$ cat src/rtl/phase_tracker_pkg.sv
// Shared encodings for the phase tracker: phase indices, FSM states and default sizes.
package phase_tracker_pkg;

  localparam int PH_IF  = 0;
  localparam int PH_ID  = 1;
  localparam int PH_EX  = 2;
  localparam int PH_MEM = 3;
  localparam int PH_WB  = 4;

  localparam int N_DEF     = 5;
  localparam int IDX_W_DEF = 3;
  localparam int CNT_W_DEF = 32;

  typedef enum logic {
    HUNT   = 1'b0,
    LOCKED = 1'b1
  } state_t;

endpackage

$ cat src/rtl/phase_tracker_if.sv
// Strobe inputs and monitor outputs of the phase tracker, grouped for the datapath side (master)
// and the tracker (slave). fsm_state exposes the tracker FSM for observation.
interface phase_tracker_if
  import phase_tracker_pkg::*;
#(
  parameter int N     = N_DEF,
  parameter int IDX_W = IDX_W_DEF,
  parameter int CNT_W = CNT_W_DEF
);
  logic [N-1:0]     phase_strb;
  logic             clr_err;
  logic [IDX_W-1:0] phase_idx;
  logic             phase_vld;
  logic             retire;
  logic [CNT_W-1:0] retire_cnt;
  logic             locked;
  logic             err_onehot;
  logic             err_order;
  logic [IDX_W-1:0] err_phase;
  state_t           fsm_state;

  modport master (
    output phase_strb, clr_err,
    input  phase_idx, phase_vld, retire, retire_cnt, locked,
           err_onehot, err_order, err_phase, fsm_state
  );

  modport slave (
    input  phase_strb, clr_err,
    output phase_idx, phase_vld, retire, retire_cnt, locked,
           err_onehot, err_order, err_phase, fsm_state
  );
endinterface

$ cat src/rtl/phase_tracker_onehot_decode.sv
// Combinational one-hot decoder: bit position of the set strobe plus idle and multi-hot flags.
module phase_tracker_onehot_decode #(
  parameter int N     = 5,
  parameter int IDX_W = 3
) (
  input  logic [N-1:0]     strb,
  output logic [IDX_W-1:0] idx,
  output logic             zero,
  output logic             multi
);
  logic seen;

  // idx is only meaningful when exactly one bit is set; otherwise it tracks the highest set bit.
  always_comb begin
    seen  = 1'b0;
    multi = 1'b0;
    idx   = '0;
    for (int k = 0; k < N; k++) begin
      if (strb[k]) begin
        if (seen) multi = 1'b1;
        seen = 1'b1;
        idx  = IDX_W'(k);
      end
    end
    zero = ~seen;
  end
endmodule

$ cat src/rtl/phase_tracker.sv
// Phase-strobe monitor: decodes one-hot strobes, checks ordering, counts retired instructions
// and keeps sticky error flags with the expected phase at the first error.
module phase_tracker
  import phase_tracker_pkg::*;
#(
  parameter int N     = N_DEF,
  parameter int IDX_W = IDX_W_DEF,
  parameter int CNT_W = CNT_W_DEF
) (
  input  logic           clk,
  input  logic           rst,
  phase_tracker_if.slave bus
);
  logic [IDX_W-1:0] dec_idx;
  logic             dec_zero;
  logic             dec_multi;

  state_t           state_q, state_d;
  logic [IDX_W-1:0] expect_q, expect_d;
  logic [IDX_W-1:0] idx_q, idx_d;
  logic             vld_q, vld_d;
  logic             retire_q, retire_d;
  logic [CNT_W-1:0] cnt_q, cnt_d;
  logic             eoh_q, eoh_d;
  logic             eor_q, eor_d;
  logic [IDX_W-1:0] eph_q, eph_d;
  logic             first_err;
  logic [IDX_W-1:0] err_val;

  phase_tracker_onehot_decode #(.N(N), .IDX_W(IDX_W)) u_dec (
    .strb  (bus.phase_strb),
    .idx   (dec_idx),
    .zero  (dec_zero),
    .multi (dec_multi)
  );

  always_comb begin
    state_d  = state_q;
    expect_d = expect_q;
    idx_d    = idx_q;
    vld_d    = 1'b0;
    retire_d = 1'b0;
    cnt_d    = cnt_q;
    eoh_d    = bus.clr_err ? 1'b0 : eoh_q;
    eor_d    = bus.clr_err ? 1'b0 : eor_q;
    eph_d    = bus.clr_err ? '0 : eph_q;
    // A clear in the same cycle makes a fresh error the first one again.
    first_err = bus.clr_err || !(eoh_q || eor_q);
    err_val   = (state_q == LOCKED) ? expect_q : '0;

    if (!dec_zero) begin
      if (dec_multi) begin
        eoh_d   = 1'b1;
        state_d = HUNT;
        if (first_err) eph_d = err_val;
      end else if (state_q == HUNT) begin
        if (dec_idx == IDX_W'(PH_IF)) begin
          state_d  = LOCKED;
          expect_d = IDX_W'(1);
          idx_d    = dec_idx;
          vld_d    = 1'b1;
        end
      end else if (dec_idx == expect_q) begin
        idx_d = dec_idx;
        vld_d = 1'b1;
        if (expect_q == IDX_W'(N - 1)) begin
          retire_d = 1'b1;
          cnt_d    = cnt_q + CNT_W'(1);
          expect_d = '0;
        end else begin
          expect_d = expect_q + IDX_W'(1);
        end
      end else begin
        eor_d = 1'b1;
        if (first_err) eph_d = err_val;
        // An unexpected IF is taken as the start of a new instruction.
        if (dec_idx == IDX_W'(PH_IF)) begin
          expect_d = IDX_W'(1);
          idx_d    = dec_idx;
          vld_d    = 1'b1;
        end else begin
          state_d = HUNT;
        end
      end
    end
  end

  always_ff @(posedge clk or negedge rst) begin
    if (!rst) begin
      state_q  <= HUNT;
      expect_q <= '0;
      idx_q    <= '0;
      vld_q    <= 1'b0;
      retire_q <= 1'b0;
      cnt_q    <= '0;
      eoh_q    <= 1'b0;
      eor_q    <= 1'b0;
      eph_q    <= '0;
    end else begin
      state_q  <= state_d;
      expect_q <= expect_d;
      idx_q    <= idx_d;
      vld_q    <= vld_d;
      retire_q <= retire_d;
      cnt_q    <= cnt_d;
      eoh_q    <= eoh_d;
      eor_q    <= eor_d;
      eph_q    <= eph_d;
    end
  end

  assign bus.phase_idx  = idx_q;
  assign bus.phase_vld  = vld_q;
  assign bus.retire     = retire_q;
  assign bus.retire_cnt = cnt_q;
  assign bus.locked     = (state_q == LOCKED);
  assign bus.err_onehot = eoh_q;
  assign bus.err_order  = eor_q;
  assign bus.err_phase  = eph_q;
  assign bus.fsm_state  = state_q;
endmodule
$ cat src/flat_wrapper.sv
// flat-port wrapper written by rule: the top's interface ports become plain ports
module phase_tracker_flat import phase_tracker_pkg::*;
#(
  parameter int N     = N_DEF,
  parameter int IDX_W = IDX_W_DEF,
  parameter int CNT_W = CNT_W_DEF
)
  (clk, rst, bus_phase_strb, bus_clr_err, bus_phase_idx, bus_phase_vld, bus_retire, bus_retire_cnt, bus_locked, bus_err_onehot, bus_err_order, bus_err_phase, bus_fsm_state);
  phase_tracker_if #(.N(N), .IDX_W(IDX_W), .CNT_W(CNT_W)) bus_i ();
  input  logic clk;
  input  logic rst;
  input wire logic [$bits(bus_i.phase_strb)-1:0] bus_phase_strb;
  input wire logic [$bits(bus_i.clr_err)-1:0] bus_clr_err;
  output wire logic [$bits(bus_i.phase_idx)-1:0] bus_phase_idx;
  output wire logic [$bits(bus_i.phase_vld)-1:0] bus_phase_vld;
  output wire logic [$bits(bus_i.retire)-1:0] bus_retire;
  output wire logic [$bits(bus_i.retire_cnt)-1:0] bus_retire_cnt;
  output wire logic [$bits(bus_i.locked)-1:0] bus_locked;
  output wire logic [$bits(bus_i.err_onehot)-1:0] bus_err_onehot;
  output wire logic [$bits(bus_i.err_order)-1:0] bus_err_order;
  output wire logic [$bits(bus_i.err_phase)-1:0] bus_err_phase;
  output wire logic [$bits(bus_i.fsm_state)-1:0] bus_fsm_state;
  assign bus_i.phase_strb = bus_phase_strb;
  assign bus_i.clr_err = bus_clr_err;
  assign bus_phase_idx = bus_i.phase_idx;
  assign bus_phase_vld = bus_i.phase_vld;
  assign bus_retire = bus_i.retire;
  assign bus_retire_cnt = bus_i.retire_cnt;
  assign bus_locked = bus_i.locked;
  assign bus_err_onehot = bus_i.err_onehot;
  assign bus_err_order = bus_i.err_order;
  assign bus_err_phase = bus_i.err_phase;
  assign bus_fsm_state = bus_i.fsm_state;
  phase_tracker #(.N(N), .IDX_W(IDX_W), .CNT_W(CNT_W)) u_core (.clk(clk), .rst(rst), .bus(bus_i));
endmodule
$ cat config.mk
export PLATFORM = sky130hd
export DESIGN_NAME = phase_tracker_flat
export DESIGN_NICKNAME = d
export VERILOG_FILES = /design/src/rtl/phase_tracker_pkg.sv /design/src/rtl/phase_tracker_if.sv /design/src/rtl/phase_tracker_onehot_decode.sv /design/src/rtl/phase_tracker.sv /design/src/flat_wrapper.sv
export SDC_FILE = /design/constraint.sdc
export NUM_CORES = 1
export LEC_CHECK = 0
export BUFFER_PORTS_ARGS = -buffer_cell sky130_fd_sc_hd__buf_2
export CAP_MARGIN = 10
export CORE_MARGIN = 2
export CORE_UTILIZATION = 57
export DETAILED_ROUTE_END_ITERATION = 7
export GPL_TIMING_DRIVEN = 0
export MAX_ROUTING_LAYER = met4
export PLACE_DENSITY = 0.85
export RECOVER_POWER = 25
export SYNTH_ARGS = -nofsm -noshare
export SYNTH_HDL_FRONTEND = slang
export SYNTH_SLANG_ARGS = --single-unit
$ cat constraint.sdc
create_clock -name clk -period 3.2 [get_ports clk]
set_input_delay 0.48 -clock clk [delete_from_list [all_inputs] [get_ports clk]]
set_output_delay 0.48 -clock clk [all_outputs]
set_load 0.02 [all_outputs]
* Word-level counts from Yosys, hierarchy flattened
Cells that the tools add are included.
** Storage, ports and cells
- Word-level logic and storage cells :: 69
- Bits in registers :: 46
- Bits of input ports :: 8
** Operators by class
- Multiplexer cells :: 49
- Bitwise logic cells :: 1
- Equal/unequal tests :: 2
- Reduce and logical (&&, ||, !) cells :: 6
- Add/subtract/negate cells :: 2
** Operator list (count)
- $mux W3 :: 17
- $add A32 B1 Y32 const B :: 1
- $mux W1 :: 32
- $reduce_and A5 Y1 :: 1
- $add A3 B1 Y3 const B :: 1
- $eq A3 B3 Y1 :: 1
- $eq A3 B3 Y1 const B :: 1
- $logic_not A3 Y1 :: 1
- $logic_or A1 B1 Y1 :: 2
- $reduce_and A2 Y1 :: 1
- $logic_not A1 Y1 :: 1
- $not A1 Y1 :: 1

* Depth between registers and ports, before layout
Gate-level depths: netlist of the first run.
- Depth after elaboration :: 11
- Mapped depth :: 9
- Gate-level depth less buffers :: 8

* Modules after synthesis
From an unflattened synthesis of the first run, not the netlist that was laid out.
** Unflattened totals
- Cells, all modules :: 197
- Area total of the unflattened synthesis :: 2134.5 um2
** By module, submodules not included
- phase_tracker :: instances 1, cells an instance 186, area an instance 2063.2 um2
- phase_tracker_onehot_decode :: instances 1, cells an instance 11, area an instance 71.3 um2

* Worst setup path after synthesis of the first run
No wires, ideal clock.
- Path type :: input to register
- From :: input port bus_phase_strb[1]
- To :: register u_core.cnt_q[30] (netlist: u_core.bus.retire_cnt[30])
- Slack :: 0.768 ns
- Library setup time :: 0.080 ns
- Cell stages on the path :: 8
- Data arrival time :: 2.352 ns
- Required time :: 3.120 ns
- Cell sequence :: clkbuf_2 -> or3_4 -> or3_1 -> o211a_1 -> buf_6 -> or4b_4 -> nor3_2 -> xor2_1
** On the way
- Cells in the longest elaborated chain, start to end :: 9
** RTL lines
- from (decl) :: RTL line flat_wrapper.sv:12 : input wire logic [$bits(bus_i.phase_strb)-1:0] bus_phase_strb;
- $mux W1 :: RTL line phase_tracker_onehot_decode.sv:19 : if (strb[k]) begin
- $mux W1 :: RTL line phase_tracker_onehot_decode.sv:20 : if (seen) multi = 1'b1;
- $mux W1 :: RTL line phase_tracker_onehot_decode.sv:19
- $mux W1 :: RTL line phase_tracker_onehot_decode.sv:20
- $mux W1 :: RTL line phase_tracker_onehot_decode.sv:19
- $mux W1 :: RTL line phase_tracker_onehot_decode.sv:20
- $mux W1 :: RTL line phase_tracker_onehot_decode.sv:19
- $not A1 Y1 (no source line)
- $reduce_and A5 Y1 (no source line) (*)
- to (signal assigned) :: RTL line phase_tracker.sv:105 : cnt_q <= cnt_d;
- to (decl) :: RTL line phase_tracker.sv:23 : logic [CNT_W-1:0] cnt_q, cnt_d;
Mark *: on every way between the ends. The rest lies on a longest branch, timed or not.
A chain may end at the register's enable or synchronous reset.

* Final worst setup path of the first run
- From :: register u_core.cnt_q[0] (netlist: u_core.bus.retire_cnt[0])
- To :: register u_core.cnt_q[30] (netlist: u_core.bus.retire_cnt[30])
** On the way
- Cells in the longest elaborated chain, start to end :: 1
** RTL lines
- $add A32 B1 Y32 :: RTL line phase_tracker.sv:68 : cnt_d = cnt_q + CNT_W'(1);
No other way between the ends.

==> results of run 1 <==
-- worst max path at each step --
stage	from	to	slack, ns	cells after the start
global route	u_core.bus.retire_cnt[0]	u_core.bus.retire_cnt[26]	0.29	7
finish	u_core.bus.retire_cnt[0]	u_core.bus.retire_cnt[30]	0.64	7
floorplan	bus_phase_strb[1]	u_core.bus.retire_cnt[30]	0.77	8
CTS	u_core.bus.retire_cnt[0]	u_core.bus.retire_cnt[30]	0.61	7
detailed placement	bus_phase_strb[1]	u_core.bus.retire_cnt[10]	0.51	9
global placement	bus_phase_strb[3]	u_core.expect_q[0]	0.55	9
-- power breakdown --
group / internal [uW] / switching, uW
clock network: 233 / 194
registers: 586 / 6.20
logic: 26.0 / 47.8
total: 846 / 248
-- critical path: cells and delay by family (launching register included) --
| kind | cells | cell delay (ns) |
|---|---|---|
| simple gates | 5 | 1.64 |
| fa+ha+maj | 1 | 0.28 |
| xor+xnor | 1 | 0.17 |
| flops | 1 | 0.39 |
-- Yosys cell counts (all sizes together) --
library cell / n / share of area, %
buf: 4 / 1.6
nor2b: 3 / 0.82
nor2: 10 / 1.8
mux2: 1 / 0.49
o21ai: 6 / 1.3
xor2: 7 / 2.7
o211a: 1 / 0.44
nand2b: 4 / 1.1
o2bb2ai: 6 / 2.3
a21o: 3 / 0.99
or3: 3 / 1.0
o32ai: 1 / 0.38
and3: 11 / 3.0
o31ai: 1 / 0.33
ha: 3 / 1.6
a211oi: 2 / 0.66
nand4: 11 / 3.0
nand2: 15 / 2.5
or4b: 1 / 0.60
o211ai: 2 / 0.66
o221ai: 1 / 0.66
o22ai: 1 / 0.28
nand3: 14 / 3.1
maj3: 1 / 0.44
nor3b: 3 / 0.99
or2: 1 / 0.28
and4bb: 1 / 0.55
xnor2: 26 / 10
dfrtp: 46 / 51
and4: 3 / 1.2
a21oi: 1 / 0.22
and2: 2 / 0.55
nor3: 6 / 1.8
inv: 7 / 1.2
clkbuf: 5 / 0.88
-- area by class of cell --
| cell class | count | area, um2 |
|---|---|---|
| fill | 304 | 1060 |
| multi-input combinational | 151 | 1040 |
| tap | 48 | 60.1 |
| inverter | 7 | 26.3 |
| clock buffer | 6 | 72.6 |
| sequential | 46 | 1150 |
| timing repair buffer | 48 | 239 |
| buffer | 9 | 57.6 |
| clock inverter | 2 | 37.5 |
-- flip-flops by register name (all words and copies together) (netlist names) --
signal,count
u_core.expect_q,3
u_core.bus.retire,1
u_core.bus.err_phase,3
u_core.bus.err_onehot,1
u_core.bus.phase_vld,1
u_core.bus.fsm_state,1
u_core.bus.err_order,1
u_core.bus.phase_idx,3
u_core.bus.retire_cnt,32
-- cells by family (layout without fill, tap and decap cells) --
logic type,Yosys count,after routing
AO/OA/AOI/OAI,25,25
XOR/XNOR,33,33
adder cells (fa/ha/maj),4,4
buffers and inverters,16,72
flip-flops,46,46
multiplexers,1,1
AND/OR/NAND/NOR,88,88
-- per-stage QoR --
step | worst slack, ns | std cells | power (uW)
6_report | 0.642 | 317 | 1090
5_1_grt | 0.290 | 317 | 1140
4_1_cts | 0.609 | 317 | 1100
3_5_place_dp | 0.509 | 309 | 679
3_3_place_gp | 0.548 | 309 | 676
2_1_floorplan | 0.768 | 213 | 651
-- per-layer routing --
layer | share of wire (%) | GRT usage, % | vias to the layer above
met2 | 48 | 34.7 | 52
li1 | - | - | 860
met3 | 5.7 | 4.67 | 4
met1 | 46 | 31.6 | 846
met5 | 0 | - | -
met4 | 0.77 | 6.63 | 0
-- placed cells by master, fill, tap and decap left out, types with 2 or more instances in the layout --
cell type                   count
sky130_fd_sc_hd__and2_1         2
sky130_fd_sc_hd__nand2_1       15
sky130_fd_sc_hd__a211oi_1       2
sky130_fd_sc_hd__buf_4          2
sky130_fd_sc_hd__or3_1          2
sky130_fd_sc_hd__nor2_1         9
sky130_fd_sc_hd__buf_6          2
sky130_fd_sc_hd__inv_1          7
sky130_fd_sc_hd__o2bb2ai_1      6
sky130_fd_sc_hd__ha_1           3
sky130_fd_sc_hd__dfrtp_1       46
sky130_fd_sc_hd__and3_1        11
sky130_fd_sc_hd__nand2b_1       4
sky130_fd_sc_hd__nand4_1       11
sky130_fd_sc_hd__o21ai_0        6
sky130_fd_sc_hd__nor3_1         4
sky130_fd_sc_hd__nand3_1       14
sky130_fd_sc_hd__a21o_1         3
sky130_fd_sc_hd__nor3_2         2
sky130_fd_sc_hd__buf_2         47
sky130_fd_sc_hd__o211ai_1       2
sky130_fd_sc_hd__clkbuf_1       6
sky130_fd_sc_hd__and4_1         3
sky130_fd_sc_hd__xor2_1         7
sky130_fd_sc_hd__nor3b_1        3
sky130_fd_sc_hd__nor2b_1        3
sky130_fd_sc_hd__xnor2_1       26
sky130_fd_sc_hd__clkbuf_8       5
==> qor.csv, run 1 <==
stage,metric,value,unit
setup_path,slowest cell delay on critical path,0.70,ns
pwr,worst vdd rail ir drop,0.000342,V
grt,wire length of the first global-routing pass,7580,um
floorplanning,Die Outline Area,0.00451,mm2
setup_path,"Slowest-stage cell, CP",sky130_fd_sc_hd__nor3_1,
yosys,YS warnings,0,
clock_network,CTS-repair resized insts,0,
yosys,post-synthesis cell area,0.00228,mm2
setup_path,ordered cell list for the critical path,ha_1 -> nand3_1 -> nor3_1 -> nand2_1 -> or4b_4 -> nor3_2 -> xor2_1,
grt,number of global-route vias before repair,1589,
route,Detailed Route WL,4530,um
yosys,portion of netlist area occupied by mux cells,0.495,%
layout,antenna diode count,0,
timing,unrepaired setup endpoints after global routing,false,
grt,number of antenna violations at the first check in global routing,0,
setup_path,Crit path arrival time,2.78,ns
clock_network,"Clk Latency, worst-skew pair",0.30,ns
clock_network,CTS Hold Bufs,0,
yosys,synthesized-area fraction occupied by and/or/nand/nor cells,22.2,%
setup_path,largest fanout on the critical path,8,
layout,utilization after layout,71.7,%
clock_network,number of buffers inserted to repair setup after CTS,0,
yosys,part of the Yosys area used for sequential elements,50.6,%
floorplanning,count of standard-cell rows,22,
route,remaining antenna violation count after routing,0,
timing,TNS Setup,0,ns
clock_network,total number of H-tree levels,2,
yosys,Synth Register Bits,46,
route,router iterations before antenna repair,4,
clock_network,clock sinks,46,
grt,largest net degree at the start of global routing,47,
grt,GR Overflow Total,0,
route,number of violations reported at the end of detailed-routing iteration 0,154,
layout,total number of nets in the final design,279,
setup_path,startpoint of the lowest-slack register-to-register path,u_core.bus.retire_cnt[0],
clock_network,root cell of the clock tree,sky130_fd_sc_hd__clkbuf_8,
place,count of input and output buffers,48,
setup_path,FF-to-FF path depth,7,
yosys,combinational family with the most area after synthesis,simple AND/OR/NAND/NOR gates,
place,DPL Wire Length,3210,um
place,area post-placement,0.00258,mm2
floorplanning,Die Width,67.2,um
yosys,"synthesized-area fraction occupied by ao, oa, aoi and oai cells",8.25,%
setup_path,reg-to-reg setup timing slack,0.64,ns
timing,Relative slew margins,-57.0,%
floorplanning,IO Count,52,
route,vias after detailed routing,1762,
layout,Area Growth Syn to Fin,18.0,%
place,placer's final routability congestion estimate,0.811,
timing,Peak Freq,391,MHz
timing,clock period minus worst slack,2.56,ns
timing,Final Skew,0.00682,ns
layout,total non-filler cell area in the finished layout,0.00269,mm2
route,mean routed wirelength per cell,14.3,um
clock_network,TritonCTS clock tree,built,
grt,Total GRT Usage,22.9,%
yosys,Post-Syn Instances,213,
yosys,count of unique library cells instantiated by Yosys,40,
setup_path,type of the worst setup path,flip-flop to flip-flop,
worst_hold_path,critical hold path startpoint,bus_clr_err,
clock_network,number of clock buffers inserted by TritonCTS,5,
yosys,"post-synthesis share of cell area spent on full adders, half adders and majority gates",2.09,%
clock_network,buffer depth of the longest clock path,2,
worst_hold_path,HP Class,input pin to flip-flop,
timing,worst hold slack after final layout,0.418,ns
timing,final count of hold timing violations,0,
timing,fraction of the cycle the final worst path needs,79.9,%
yosys,"Net Count, Synth",224,
timing,total setup violations reported at the end of the flow,0,
worst_hold_path,hold depth,2,
floorplanning,Core Area,0.00374,mm2
setup_path,CP Launch Type,flip-flop,
yosys,Avg Synthesized Cell Area,10.7,um2
run_status,outcome,finished with violations,
setup_path,required time reported for the critical path endpoint,3.42,ns
run_status,violated checks,"capacitance limit, slew limit",
route,Vias/cell,5.56,
setup_path,reg-to-reg endpoint,u_core.bus.retire_cnt[30],
timing,Worst Max-Slew Pin Slew,2.35,ns
layout,fraction of layout instances using a drive strength above 1,25.3,%
yosys,synthesized-area fraction occupied by xor and xnor cells,12.7,%
pwr,power density of the placed cells,407,mW/mm2
pwr,cell leakage power,0.00135,uW
timing,max-slew violation count,47,
floorplanning,effective utilization at floorplan,60.8,%
route,remaining routing DRC violations,0,
run,count of maximum capacitance violations,1,
floorplanning,vertical die dimension,67.2,um
clock_network,"CTS clk-pin slew, worst paths",0.08,ns
worst_hold_path,endpoint of the worst hold-timing path,u_core.bus.err_order,
setup_path,endpoint class of the critical path,flip-flop,
(Power assumes the default switching activity.)
==> run 2: changes to the inputs <==
--- a/config.mk
+++ b/config.mk
@@ -8,11 +8,11 @@
 export BUFFER_PORTS_ARGS = -buffer_cell sky130_fd_sc_hd__buf_2
 export CAP_MARGIN = 10
 export CORE_MARGIN = 2
-export CORE_UTILIZATION = 57
+export CORE_UTILIZATION = 53
 export DETAILED_ROUTE_END_ITERATION = 7
 export GPL_TIMING_DRIVEN = 0
 export MAX_ROUTING_LAYER = met4
-export PLACE_DENSITY = 0.85
+export PLACE_DENSITY = 0.8
 export RECOVER_POWER = 25
 export SYNTH_ARGS = -nofsm -noshare
 export SYNTH_HDL_FRONTEND = slang
==> constraint.sdc (replaced) <==
create_clock -name clk -period 2.4 [get_ports clk]
set_input_delay 0.36 -clock clk [delete_from_list [all_inputs] [get_ports clk]]
set_output_delay 0.36 -clock clk [all_outputs]
set_load 0.02 [all_outputs]
==> run 2 against run 1 <==
Against the previous run: the flow now finishes without violations; core utilization decreased by 3.8 points; global-route usage decreased by 1.9 points; register-to-register slack worse by 0.55 ns; critical path depth unchanged; clock skew rose by 0.0032 ns; power up 34%; final area increased by 2.6%; critical path type unchanged; critical endpoint is now u_core.bus.retire_cnt[3].
==> qor.csv, run 2 (synthesis gave the netlist of run 1 again) <==
stage,metric,value,unit
timing,max-slew violation count,0,
layout,fraction of layout instances using a drive strength above 1,29.3,%
grt,wire length of the first global-routing pass,7900,um
timing,fraction of the cycle the final worst path needs,96.2,%
layout,"leading cell types in the layout, fill and taps excluded","sky130_fd_sc_hd__buf_2, sky130_fd_sc_hd__dfrtp_1, sky130_fd_sc_hd__xnor2_1",
route,vias after detailed routing,1765,
layout,total non-filler cell area in the finished layout,0.00276,mm2
timing,total setup violations reported at the end of the flow,0,
clock_network,total number of H-tree levels,2,
place,area post-placement,0.00258,mm2
layout,Filler cells,320,
grt,Total GRT Usage,21.0,%
timing,TNS Setup,0,ns
layout,"most common cell after layout, fill and taps aside",sky130_fd_sc_hd__buf_2,
route,router iterations before antenna repair,4,
pwr,power density of the placed cells,532,mW/mm2
setup_path,endpoint class of the critical path,flip-flop,
setup_path,Crit path arrival time,2.50,ns
floorplanning,effective utilization at floorplan,56.1,%
timing,final worst setup slack,0.0908,ns
route,remaining antenna violation count after routing,0,
route,number of violations reported at the end of detailed-routing iteration 0,100,
grt,number of antenna violations at the first check in global routing,0,
route,mean routed wirelength per cell,14.9,um
grt,number of global-route vias before repair,1738,
layout,total number of nets in the final design,280,
place,count of input and output buffers,48,
setup_path,slowest cell delay on critical path,0.42,ns
route,Detailed Route WL,4780,um
pwr,worst vdd rail ir drop,0.000425,V
timing,Worst Max-Slew Pin Slew,1.14,ns
place,post-placement setup slack,-0.163,ns
setup_path,"Slowest-stage cell, CP",sky130_fd_sc_hd__dfrtp_1,
run,count of maximum capacitance violations,0,
floorplanning,Die Width,69.5,um
place,placer's final routability congestion estimate,0.821,
setup_path,kind of cell with the highest combined delay on the critical path,simple AND/OR/NAND/NOR gates,
run_status,outcome,"finished, final reports clean",
grt,largest net degree at the start of global routing,47,
clock_network,"Clk Latency, worst-skew pair",0.30,ns
layout,max reg flops,32,
setup_path,required time reported for the critical path endpoint,2.59,ns
layout,area of all sequential standard cells,0.00115,mm2
setup_path,largest fanout on the critical path,10,
layout,Area Growth Syn to Fin,21.1,%
floorplanning,vertical die dimension,69.5,um
setup_path,ordered cell list for the critical path,or3_1 -> a211oi_2 -> o221ai_2 -> buf_4 -> nor2_2 -> nand4_1 -> xnor2_1,
timing,Final Skew,0.0100,ns
pwr,cell leakage power,0.00141,uW
worst_hold_path,HP Class,input pin to async pin,
place,DPL Wire Length,3350,um
timing,Relative slew margins,24.3,%
layout,antenna diode count,0,
clock_network,number of clock buffers inserted by TritonCTS,5,
floorplanning,count of standard-cell rows,23,
pwr,Final Total Pwr,1470,uW
route,remaining routing DRC violations,0,
grt,GR Overflow Total,0,
floorplanning,Core Area,0.00406,mm2
clock_network,clock sinks,46,
floorplanning,Die Outline Area,0.00483,mm2
timing,Peak Freq,433,MHz
timing,clock period minus worst slack,2.31,ns
timing,final count of hold timing violations,0,
clock_network,"CTS clk-pin slew, worst paths",0.09,ns
timing,unrepaired setup endpoints after global routing,false,
setup_path,type of the worst setup path,flip-flop to flip-flop,
clock_network,CTS Hold Bufs,0,
clock_network,root cell of the clock tree,sky130_fd_sc_hd__clkbuf_8,
clock_network,TritonCTS clock tree,built,
route,Vias/cell,5.52,
layout,multi-input gate area in the final layout,0.00110,mm2
setup_path,CP bufs+invs,1,
clock_network,buffer depth of the longest clock path,2,
floorplanning,IO Count,52,
setup_path,CP Launch Type,flip-flop,
-- run 2: routing by layer --
layer / track usage (%) / share of wire (%)
met3: 4.80 / 4.6
met2: 32.5 / 46
met1: 27.0 / 48
met5: - / 0
met4: 8.50 / 1.2
-- run 2: path summary, 6_finish.rpt --
path                                           start                        end  slack (ns)  cells after the start
max in group asynchronous                        rst    u_core.bus.phase_idx[1]        1.44                      1
max reg2reg                       u_core.expect_q[1]   u_core.bus.retire_cnt[3]        0.09                      7
min in group clk                         bus_clr_err      u_core.bus.err_onehot        0.30                      2
min                                              rst    u_core.bus.err_phase[2]        0.27                      1
min reg2reg                u_core.bus.retire_cnt[31]  u_core.bus.retire_cnt[31]        0.47                      1
max                               u_core.expect_q[1]   u_core.bus.retire_cnt[3]        0.09                      7
-- run 2: power breakdown --
part	internal [uW]	leakage (uW)	switching, uW
clock	306	0.0000579	254
combinational	44.4	0.000720	70.7
sequential	782	0.000630	8.55
-- run 2: metrics by stage --
stage / hold slack [ns] / util (%) / std cells
final: 0.267 / 67.9 / 320
after global routing: 0.308 / 67.9 / 320
after CTS: 0.245 / 66.5 / 320
after detailed placement: 0.463 / 63.6 / 311
after global placement: 0.457 / 63.6 / 311
after floorplan: 0.0644 / - / 213
-- run 2: final cells by class --
| type | count | area share [%] |
|---|---|---|
| buffer | 8 | 1.95 |
| clock buffer | 5 | 2.50 |
| clock inverter | 3 | 1.45 |
| inverter | 7 | 0.954 |
| multi-input combinational | 151 | 39.8 |
| sequential | 46 | 41.8 |
| tap | 50 | 2.27 |
| timing repair buffer | 50 | 9.26 |
-- run 2: repair_timing --
action / in CTS / in global routing
buffers inserted: 1 / 1
pin swaps: 1 / 0
resized for setup: 1 / 11
hold endpoints to repair: 0 / 0
setup endpoints to repair: 6 / 16
-- run 2: worst reg2reg max path: stages (launching register included) --
cell and delay (ns):
sky130_fd_sc_hd__dfrtp_1 0.42, sky130_fd_sc_hd__or3_1 0.33, sky130_fd_sc_hd__a211oi_2 0.27, sky130_fd_sc_hd__o221ai_2 0.21, sky130_fd_sc_hd__buf_4 0.20, sky130_fd_sc_hd__nor2_2 0.38
sky130_fd_sc_hd__nand4_1 0.23, sky130_fd_sc_hd__xnor2_1 0.17
==> run 3: changes to the inputs <==
--- a/config.mk
+++ b/config.mk
@@ -14,6 +14,7 @@
 export MAX_ROUTING_LAYER = met4
 export PLACE_DENSITY = 0.8
 export RECOVER_POWER = 25
+export REMOVE_ABC_BUFFERS = 1
 export SYNTH_ARGS = -nofsm -noshare
 export SYNTH_HDL_FRONTEND = slang
 export SYNTH_SLANG_ARGS = --single-unit
==> run 3 against run 2 <==
Against the previous run: clock-buffer cell count did not move; clock skew barely moved; critical endpoint is now u_core.bus.retire_cnt[30]; fmax rose by 1.9%; die area did not move; largest power group unchanged; largest cell class unchanged; critical path type unchanged.
==> qor.csv, run 3 (synthesis gave the netlist of run 1 again) <==
stage,metric,value,unit
run_status,outcome,"finished, final reports clean",
place,DPL Wire Length,3100,um
grt,number of antenna violations at the first check in global routing,0,
floorplanning,IO Count,52,
timing,Peak Freq,441,MHz
timing,total setup violations reported at the end of the flow,0,
floorplanning,Die Outline Area,0.00483,mm2
floorplanning,Core Area,0.00406,mm2
setup_path,kind of cell with the highest combined delay on the critical path,simple AND/OR/NAND/NOR gates,
grt,Total GRT Usage,19.6,%
layout,antenna diode count,0,
timing,final count of hold timing violations,0,
layout,Area Growth Syn to Fin,21.0,%
timing,clock period minus worst slack,2.27,ns
floorplanning,effective utilization at floorplan,56.1,%
route,Vias/cell,5.47,
pwr,cell leakage power,0.00140,uW
grt,GR Overflow Total,0,
place,placer's final routability congestion estimate,0.815,
timing,Final Skew,0.0102,ns
place,area post-placement,0.00254,mm2
route,Detailed Route WL,4620,um
setup_path,CP Launch Type,flip-flop,
pwr,worst vdd rail ir drop,0.000399,V
setup_path,"Slowest-stage cell, CP",sky130_fd_sc_hd__or4b_4,
setup_path,CP bufs+invs,1,
timing,fraction of the cycle the final worst path needs,94.4,%
layout,"leading cell types in the layout, fill and taps excluded","sky130_fd_sc_hd__buf_2, sky130_fd_sc_hd__dfrtp_1, sky130_fd_sc_hd__xnor2_1",
pwr,power density of the placed cells,540,mW/mm2
clock_network,buffer depth of the longest clock path,2,
timing,unrepaired setup endpoints after global routing,false,
setup_path,slowest cell delay on critical path,0.50,ns
grt,wire length of the first global-routing pass,7590,um
clock_network,TritonCTS clock tree,built,
route,router iterations before antenna repair,4,
setup_path,reg-to-reg setup timing slack,0.13,ns
clock_network,number of clock buffers inserted by TritonCTS,5,
clock_network,"Clk Latency, worst-skew pair",0.31,ns
layout,Filler cells,325,
setup_path,endpoint class of the critical path,flip-flop,
setup_path,required time reported for the critical path endpoint,2.64,ns
setup_path,ordered cell list for the critical path,inv_1 -> ha_2 -> and3_1 -> and4_2 -> and3_4 -> or4b_4 -> nor3_2 -> xor2_1,
setup_path,Crit path arrival time,2.50,ns
layout,area of all sequential standard cells,0.00115,mm2
worst_hold_path,HP Class,input pin to async pin,
clock_network,"CTS clk-pin slew, worst paths",0.09,ns
place,count of input and output buffers,51,
clock_network,total number of H-tree levels,2,
layout,fraction of layout instances using a drive strength above 1,29.9,%
route,vias after detailed routing,1755,
clock_network,clock sinks,46,
clock_network,CTS Hold Bufs,0,
floorplanning,vertical die dimension,69.5,um
timing,max-slew violation count,0,
floorplanning,Die Width,69.5,um
run,count of maximum capacitance violations,0,
floorplanning,count of standard-cell rows,23,
timing,Worst Max-Slew Pin Slew,1.09,ns
route,remaining antenna violation count after routing,0,
grt,largest net degree at the start of global routing,47,
route,mean routed wirelength per cell,14.4,um
route,number of violations reported at the end of detailed-routing iteration 0,100,
layout,total non-filler cell area in the finished layout,0.00275,mm2
setup_path,type of the worst setup path,flip-flop to flip-flop,
layout,utilization after layout,67.9,%
layout,max reg flops,32,
route,remaining routing DRC violations,0,
clock_network,root cell of the clock tree,sky130_fd_sc_hd__clkbuf_8,
layout,"most common cell after layout, fill and taps aside",sky130_fd_sc_hd__buf_2,
layout,total number of nets in the final design,281,
grt,number of global-route vias before repair,1630,
layout,multi-input gate area in the final layout,0.00107,mm2
setup_path,largest fanout on the critical path,5,
timing,Relative slew margins,27.6,%
run 3: cell types whose count changed in the layout (fill, tap and decap cells not counted), moves of 2 or more:
cell                         before  now
sky130_fd_sc_hd__buf_6            2    0
sky130_fd_sc_hd__buf_2           47   50
sky130_fd_sc_hd__clkinv_2         2    0
sky130_fd_sc_hd__clkinvlp_4       0    2
sky130_fd_sc_hd__clkbuf_1         3    0
sky130_fd_sc_hd__buf_4            4    7
run 3: metal layers:
metal  wire length (um)  vias to the layer above  GRT usage (%)
met5                  0                        -              -
met4                 24                        0           5.23
met3                188                        2           3.05
met2               2230                       40           31.0
met1               2170                      851           26.7
li1                   -                      862              -
run 3: area by class of cell:
cell class | count | area share, %
Sequential cell | 46 | 41.8
Multi-Input combinational cell | 151 | 38.9
Timing Repair Buffer | 59 | 11.9
Clock buffer | 5 | 2.50
Tap cell | 50 | 2.27
Clock inverter | 3 | 1.64
Inverter | 7 | 0.954
run 3: repair_timing:
item                                    4_1_cts  5_1_grt
hold endpoints to repair                      0        0
gates resized for setup                       2        5
setup buffers                                 0        8
pin swaps                                     0        2
endpoints found under the setup margin       15       16
run 3: final timing paths:
path,start,end,cells past startpoint
min reg2reg,u_core.bus.retire_cnt[19],u_core.bus.retire_cnt[19],1
max,u_core.expect_q[1],u_core.bus.retire_cnt[30],8
max in group asynchronous,rst,u_core.expect_q[1],1
min,rst,u_core.bus.retire_cnt[25],1
max reg2reg,u_core.expect_q[1],u_core.bus.retire_cnt[30],8
min in group clk,bus_clr_err,u_core.bus.err_onehot,2
run 3: power breakdown:
group,internal (uW),switching (uW),leakage [uW]
sequential,782,8.95,0.000630
combinational,43.0,66.3,0.000715
clock,310,276,0.0000504
run 3: through the flow:
step                hold slack, ns  total power, uW  std cells  worst slack (ns)  TNS (ns)
finish                       0.242             1490        321             0.134         0
global route                 0.312             1530        321            0.0136         0
CTS                          0.254             1470        313            0.0371         0
detailed placement           0.465              899        305            -0.447     -5.39
global placement             0.456              897        305            -0.394     -4.39
floorplan                   0.0644              856        204            0.0692         0
